$ cat config.mk
export PLATFORM = sky130hd
export DESIGN_NAME = ahb_mtx_dec_param
export DESIGN_NICKNAME = d
export VERILOG_FILES = /design/src/rtl/ahb_mtx_pkg.sv /design/src/rtl/ahb_mtx_dft_slave.sv /design/src/rtl/ahb_mtx_dec_param.sv
export SDC_FILE = /design/constraint.sdc
export NUM_CORES = 1
export LEC_CHECK = 0
export ABC_AREA = 1
export BUFFER_PORTS_ARGS = -buffer_cell sky130_fd_sc_hd__buf_2
export CAP_MARGIN = 5
export CELL_PAD_IN_SITES_DETAIL_PLACEMENT = 0
export CELL_PAD_IN_SITES_GLOBAL_PLACEMENT = 2
export CORE_MARGIN = 2
export CORE_UTILIZATION = 12
export DETAILED_ROUTE_END_ITERATION = 8
export GPL_TIMING_DRIVEN = 0
export PLACE_DENSITY_LB_ADDON = 0.1
export SETUP_SLACK_MARGIN = 0.4
export SYNTH_ARGS = -nofsm -noshare
export SYNTH_HDL_FRONTEND = slang
export SYNTH_HIERARCHICAL = 1
export SYNTH_SLANG_ARGS = --single-unit
$ cat constraint.sdc
create_clock -name HCLK -period 5 [get_ports HCLK]
set_clock_uncertainty 0.2 [all_clocks]
set_input_delay 1 -clock HCLK [delete_from_list [all_inputs] [get_ports HCLK]]
set_output_delay 1 -clock HCLK [all_outputs]
set_load 0.02 [all_outputs]
$ cat src/rtl/ahb_mtx_pkg.sv
// ahb_mtx_pkg: shared AHB constants, default-slave state type and sizing helper for the bus matrix
package ahb_mtx_pkg;
  localparam logic [1:0] TRANS_IDLE   = 2'b00;
  localparam logic [1:0] TRANS_BUSY   = 2'b01;
  localparam logic [1:0] TRANS_NONSEQ = 2'b10;
  localparam logic [1:0] TRANS_SEQ    = 2'b11;
  localparam logic [1:0] RESP_OKAY    = 2'b00;
  localparam logic [1:0] RESP_ERROR   = 2'b01;
  typedef enum logic [1:0] {DFT_IDLE, DFT_ERR1, DFT_ERR2} dft_state_e;
  function automatic int clog2(input int n);
    int r;
    r = 0;
    while ((1 << r) < n) r++;
    return r;
  endfunction
endpackage

$ cat src/rtl/ahb_mtx_dft_slave.sv
// ahb_mtx_dft_slave: two-cycle ERROR default slave with saturating unmapped-access counter
module ahb_mtx_dft_slave
  import ahb_mtx_pkg::*;
#(
  parameter int CNT_W = 8
) (
  input  logic             clk,
  input  logic             rst_n,
  input  logic             sel_i,
  input  logic             hready_i,
  input  logic             xfer_i,
  input  logic             cnt_clr_i,
  output logic             ready_o,
  output logic [1:0]       resp_o,
  output logic [CNT_W-1:0] cnt_o
);
  dft_state_e       state_q;
  logic             ready_q;
  logic [1:0]       resp_q;
  logic [CNT_W-1:0] cnt_q;
  logic             accept;
  assign accept  = sel_i & hready_i & xfer_i;
  assign ready_o = ready_q;
  assign resp_o  = resp_q;
  assign cnt_o   = cnt_q;
  // IDLE and ERR2 both take a new transfer; ERR1 is the mandatory low-ready error cycle
  always_ff @(posedge clk or negedge rst_n) begin
    if (!rst_n) begin
      state_q <= DFT_IDLE;
      ready_q <= 1'b1;
      resp_q  <= RESP_OKAY;
    end else if (state_q == DFT_ERR1) begin
      state_q <= DFT_ERR2;
      ready_q <= 1'b1;
      resp_q  <= RESP_ERROR;
    end else begin
      state_q <= accept ? DFT_ERR1 : DFT_IDLE;
      ready_q <= ~accept;
      resp_q  <= accept ? RESP_ERROR : RESP_OKAY;
    end
  end
  always_ff @(posedge clk or negedge rst_n) begin
    if (!rst_n) cnt_q <= '0;
    else cnt_q <= cnt_clr_i ? '0 : (accept && !(&cnt_q)) ? cnt_q + 1'b1 : cnt_q;
  end
endmodule

$ cat src/rtl/ahb_mtx_dec_param.sv
// ahb_mtx_dec_param: table-driven input-stage decoder with boot remap, data-phase tracking
// and a built-in ERROR default slave for unmapped addresses
module ahb_mtx_dec_param
  import ahb_mtx_pkg::*;
#(
  parameter int                                NUM_PORTS   = 4,
  parameter int                                ADDR_LO     = 10,
  parameter logic [NUM_PORTS*(32-ADDR_LO)-1:0] REGION_BASE = '0,
  parameter logic [NUM_PORTS*(32-ADDR_LO)-1:0] REGION_TOP  = '1,
  parameter bit                                REMAP_EN    = 1'b1,
  parameter int                                REMAP_PORT  = 0,
  parameter int                                DATA_W      = 32,
  parameter int                                RUSER_W     = 32,
  parameter int                                CNT_W       = 8
) (
  input  logic                           HCLK,
  input  logic                           HRESETn,
  input  logic                           HREADYS,
  input  logic                           sel_dec,
  input  logic [31-ADDR_LO:0]            decode_addr_dec,
  input  logic [1:0]                     trans_dec,
  input  logic                           remap,
  input  logic                           cnt_clr,
  input  logic [NUM_PORTS-1:0]           active_in,
  input  logic [NUM_PORTS-1:0]           readyout_in,
  input  logic [2*NUM_PORTS-1:0]         resp_in,
  input  logic [DATA_W*NUM_PORTS-1:0]    rdata_in,
  input  logic [RUSER_W*NUM_PORTS-1:0]   ruser_in,
  output logic [NUM_PORTS-1:0]           sel_out,
  output logic                           active_dec,
  output logic                           HREADYOUTS,
  output logic [1:0]                     HRESPS,
  output logic [DATA_W-1:0]              HRDATAS,
  output logic [RUSER_W-1:0]             HRUSERS,
  output logic [CNT_W-1:0]               unmapped_cnt
);
  localparam int AW = 32 - ADDR_LO;
  localparam int PW = clog2(NUM_PORTS + 1);
  localparam logic [PW-1:0] DFT = PW'(NUM_PORTS);
  for (genvar i = 0; i < NUM_PORTS; i++) begin : g_chk
    if (REGION_BASE[i*AW +: AW] > REGION_TOP[i*AW +: AW]) begin : g_bad_region
      $error("ahb_mtx_dec_param: region %0d base above top", i);
    end
  end
  if (REMAP_PORT < 0 || REMAP_PORT >= NUM_PORTS) begin : g_bad_remap
    $error("ahb_mtx_dec_param: REMAP_PORT %0d out of range", REMAP_PORT);
  end
  logic [NUM_PORTS-1:0] hit;
  logic [PW-1:0]        match_port, addr_port, data_port_q;
  logic                 remap_q, sel_dft, dft_ready;
  logic [1:0]           dft_resp;
  // descending scan so the lowest matching index wins on overlap
  always_comb begin
    hit        = '0;
    match_port = DFT;
    for (int p = NUM_PORTS - 1; p >= 0; p--) begin
      hit[p]     = decode_addr_dec >= REGION_BASE[p*AW +: AW] && decode_addr_dec <= REGION_TOP[p*AW +: AW];
      match_port = hit[p] ? PW'(p) : match_port;
    end
    match_port = (REMAP_EN && remap_q && hit[0]) ? PW'(REMAP_PORT) : match_port;
    addr_port  = (trans_dec == TRANS_IDLE && data_port_q != DFT) ? data_port_q : match_port;
  end
  assign sel_dft = sel_dec && addr_port == DFT;
  always_comb begin
    sel_out    = '0;
    active_dec = 1'b1;
    HREADYOUTS = dft_ready;
    HRESPS     = dft_resp;
    HRDATAS    = '0;
    HRUSERS    = '0;
    for (int p = 0; p < NUM_PORTS; p++) begin
      sel_out[p] = sel_dec && addr_port == PW'(p);
      active_dec = (addr_port == PW'(p)) ? active_in[p] : active_dec;
      if (data_port_q == PW'(p)) begin
        HREADYOUTS = readyout_in[p];
        HRESPS     = resp_in[2*p +: 2];
        HRDATAS    = rdata_in[DATA_W*p +: DATA_W];
        HRUSERS    = ruser_in[RUSER_W*p +: RUSER_W];
      end
    end
  end
  // remap only samples outside an active transfer so a burst never changes target
  always_ff @(posedge HCLK or negedge HRESETn) begin
    if (!HRESETn) begin
      remap_q     <= 1'b0;
      data_port_q <= DFT;
    end else begin
      if (HREADYS && (!sel_dec || !trans_dec[1])) remap_q <= remap;
      if (HREADYS) data_port_q <= addr_port;
    end
  end
  ahb_mtx_dft_slave #(.CNT_W(CNT_W)) u_dft (
    .clk       (HCLK),
    .rst_n     (HRESETn),
    .sel_i     (sel_dft),
    .hready_i  (HREADYS),
    .xfer_i    (trans_dec[1]),
    .cnt_clr_i (cnt_clr),
    .ready_o   (dft_ready),
    .resp_o    (dft_resp),
    .cnt_o     (unmapped_cnt)
  );
endmodule

==> qor.txt <==
CTS Buffer Depth - 2
layout cells sized above 1 - 46.5%
WS Path Type - in2out
post-synthesis instance total - 513
clk root buf - clkbuf_16
commonest non-fill, non-tap cells in the layout - 376 x buf_2, 296 x nand2_1, 65 x nand4_1
Crit Path Max Fanout - 3
die width - 151 um
Fin Setup TNS - 0 ns
fin nets - 1179
startpoint types - input pin
largest net degree at the start of global routing - 16
io pins - 382
antenna viol nets, final - 0
H-tree depth - 1
Starting Density - 12.3%
die area - 22700 um2
synthesis-to-finish area growth - 86.1%
pre-CTS setup slack - 1.81 ns
initial drt markers - 149
drc violations - 0
Via Count - 4628
Tmin final - 3.18 ns
via/cell ratio - 4.01
DP Wirelength - 15800 um
fmax - 315 MHz
Seq/Total Area, Yosys - 14.6%
synthesized area - 2590 um2
commonest non-fill, non-tap cell in the layout - buf_2
RSZ-0062 raised after global routing - no
Worst Hold Depth - 1
Synth Warn # - 6
total wire length - 18500 um
Cell Pwr Density - 106 nW/um2
Site Rows - 53
Num CTS Buffers - 3
Unique masters post-synth - 26
VDD IR-drop max - 0.0850 mV
Tot GR Track Use - 14.6%
gpl congestion - 0.781
syn nets - 816
number of synthesized register bits - 15
Leak - 0.00271 uW
R2R cell count - 2
# port buffers - 358
vias in the first global route - 4448
period utilization - 63.5%
synthesized area per cell - 5.04 um2
Setup crit end kind - output pin
Data required, critical path - 3.80 ns
worst skew pair latency - 0.24 ns
CTS resizes - 0
outcome - complete, no violations
first-pass GRT wire length - 25500 um
CTS tree - done
WP data arrival - 1.98 ns
Hold Vio Cnt, Final - 0
Final Max Slew Viols - 0
Hold Buf Count CTS - 0
# Post-CTS Setup Buffers - 0
gr ovfl total - 0
final worst-path setup slack - 1.83 ns
DR pass1 iterations - 4
initial antenna violation count - 4
wire per inst - 16.0 um
CTS sink count - 15
core area - 21100 um2
setup violators final - 0
Worst-path clk slew - 0.05 ns
# Max-Cap Violations - 0
hold crit path type - reg2reg
Die Ht - 151 um
-- synthesized netlist by cell type, drive strengths merged --
cell type,count,area (um2)
a21oi,2,10.0
a21boi,1,7.51
nor3,3,15.0
o21ai,6,33.8
nand3,25,135
nand4,65,407
dfstp,2,52.6
ha,1,12.5
inv,31,116
nand2,300,1140
buf,29,176
xor2,1,8.76
nor2,30,123
o21bai,2,15.0
conb,2,7.51
dfrtp,13,325
-- where the power goes --
group	switching [uW]	total [uW]	internal, uW	leakage, uW
Combinational	112	227	115	0.00247
Sequential	1.17	125	124	0.000200
Clock	50.0	158	108	0.0000382
-- final timing paths --
path	slack (ns)	endpoint	start
min in group asynchronous	0.47	u_dft/cnt_o[2]	HRESETn
max in group asynchronous	3.82	u_dft/ready_o	HRESETn
worst max-delay path	1.83	active_dec	trans_dec[1]
worst max register to register	3.77	data_port_q[2]	data_port_q[0]
worst min register to register	0.23	u_dft/state_q[1]	u_dft/state_q[1]
worst min-delay path	0.23	u_dft/state_q[1]	u_dft/state_q[1]
-- per-layer routing --
layer	vias up	wire length (um)	GRT usage [%]
li1	2387	-	-
met1	2049	6960	16.3
met2	176	9920	28.7
met3	14	1430	2.77
met4	2	155	2.52
met5	-	13	0
-- metrics by stage --
step	util, %	hold slack (ns)	power, uW	instance area (um2)	instances
after floorplan	-	0.207	206	2590	513
after global placement	22.4	0.220	356	4720	1146
after detailed placement	22.4	0.225	355	4720	1146
after CTS	22.8	0.232	517	4800	1150
after global routing	22.8	0.268	544	4810	1153
final	22.8	0.235	510	4810	1155
-- final cells by class --
cell class              instances  area, um2
flip-flops and latches         15        378
clock buffers                   4       78.8
repair buffers                358       1790
fillers                      2531      16300
multi-input cells             438       1920
diodes                          5       12.5
well taps                     275        344
plain buffers                  29        176
inverters                      31        116
-- state kept, by name, summed over array words and instances, names as in the netlist --
register       cells
u_dft/resp_o       1
u_dft/ready_o      1
data_port_q        3
u_dft/cnt_o        8
u_dft/state_q      2
-- kinds of logic after synthesis --
logic type	synth area share, %
AO/OA/AOI/OAI	2.56
XOR/XNOR	0.339
adder cells (fa/ha/maj)	0.484
buffers and inverters	11.3
flip-flops	14.6
other	0.290
AND/OR/NAND/NOR	70.4
-- worst max-delay path: stages --
cell	delay, ns
buf_2	0.11
nor2_1	0.19
o21ai_0	0.21
nand2_1	0.10
nand2_1	0.06
nand2_1	0.06
nand2_1	0.05
nand2_1	0.05
buf_2	0.15
No activity file was read; power rests on OpenSTA's default activity.
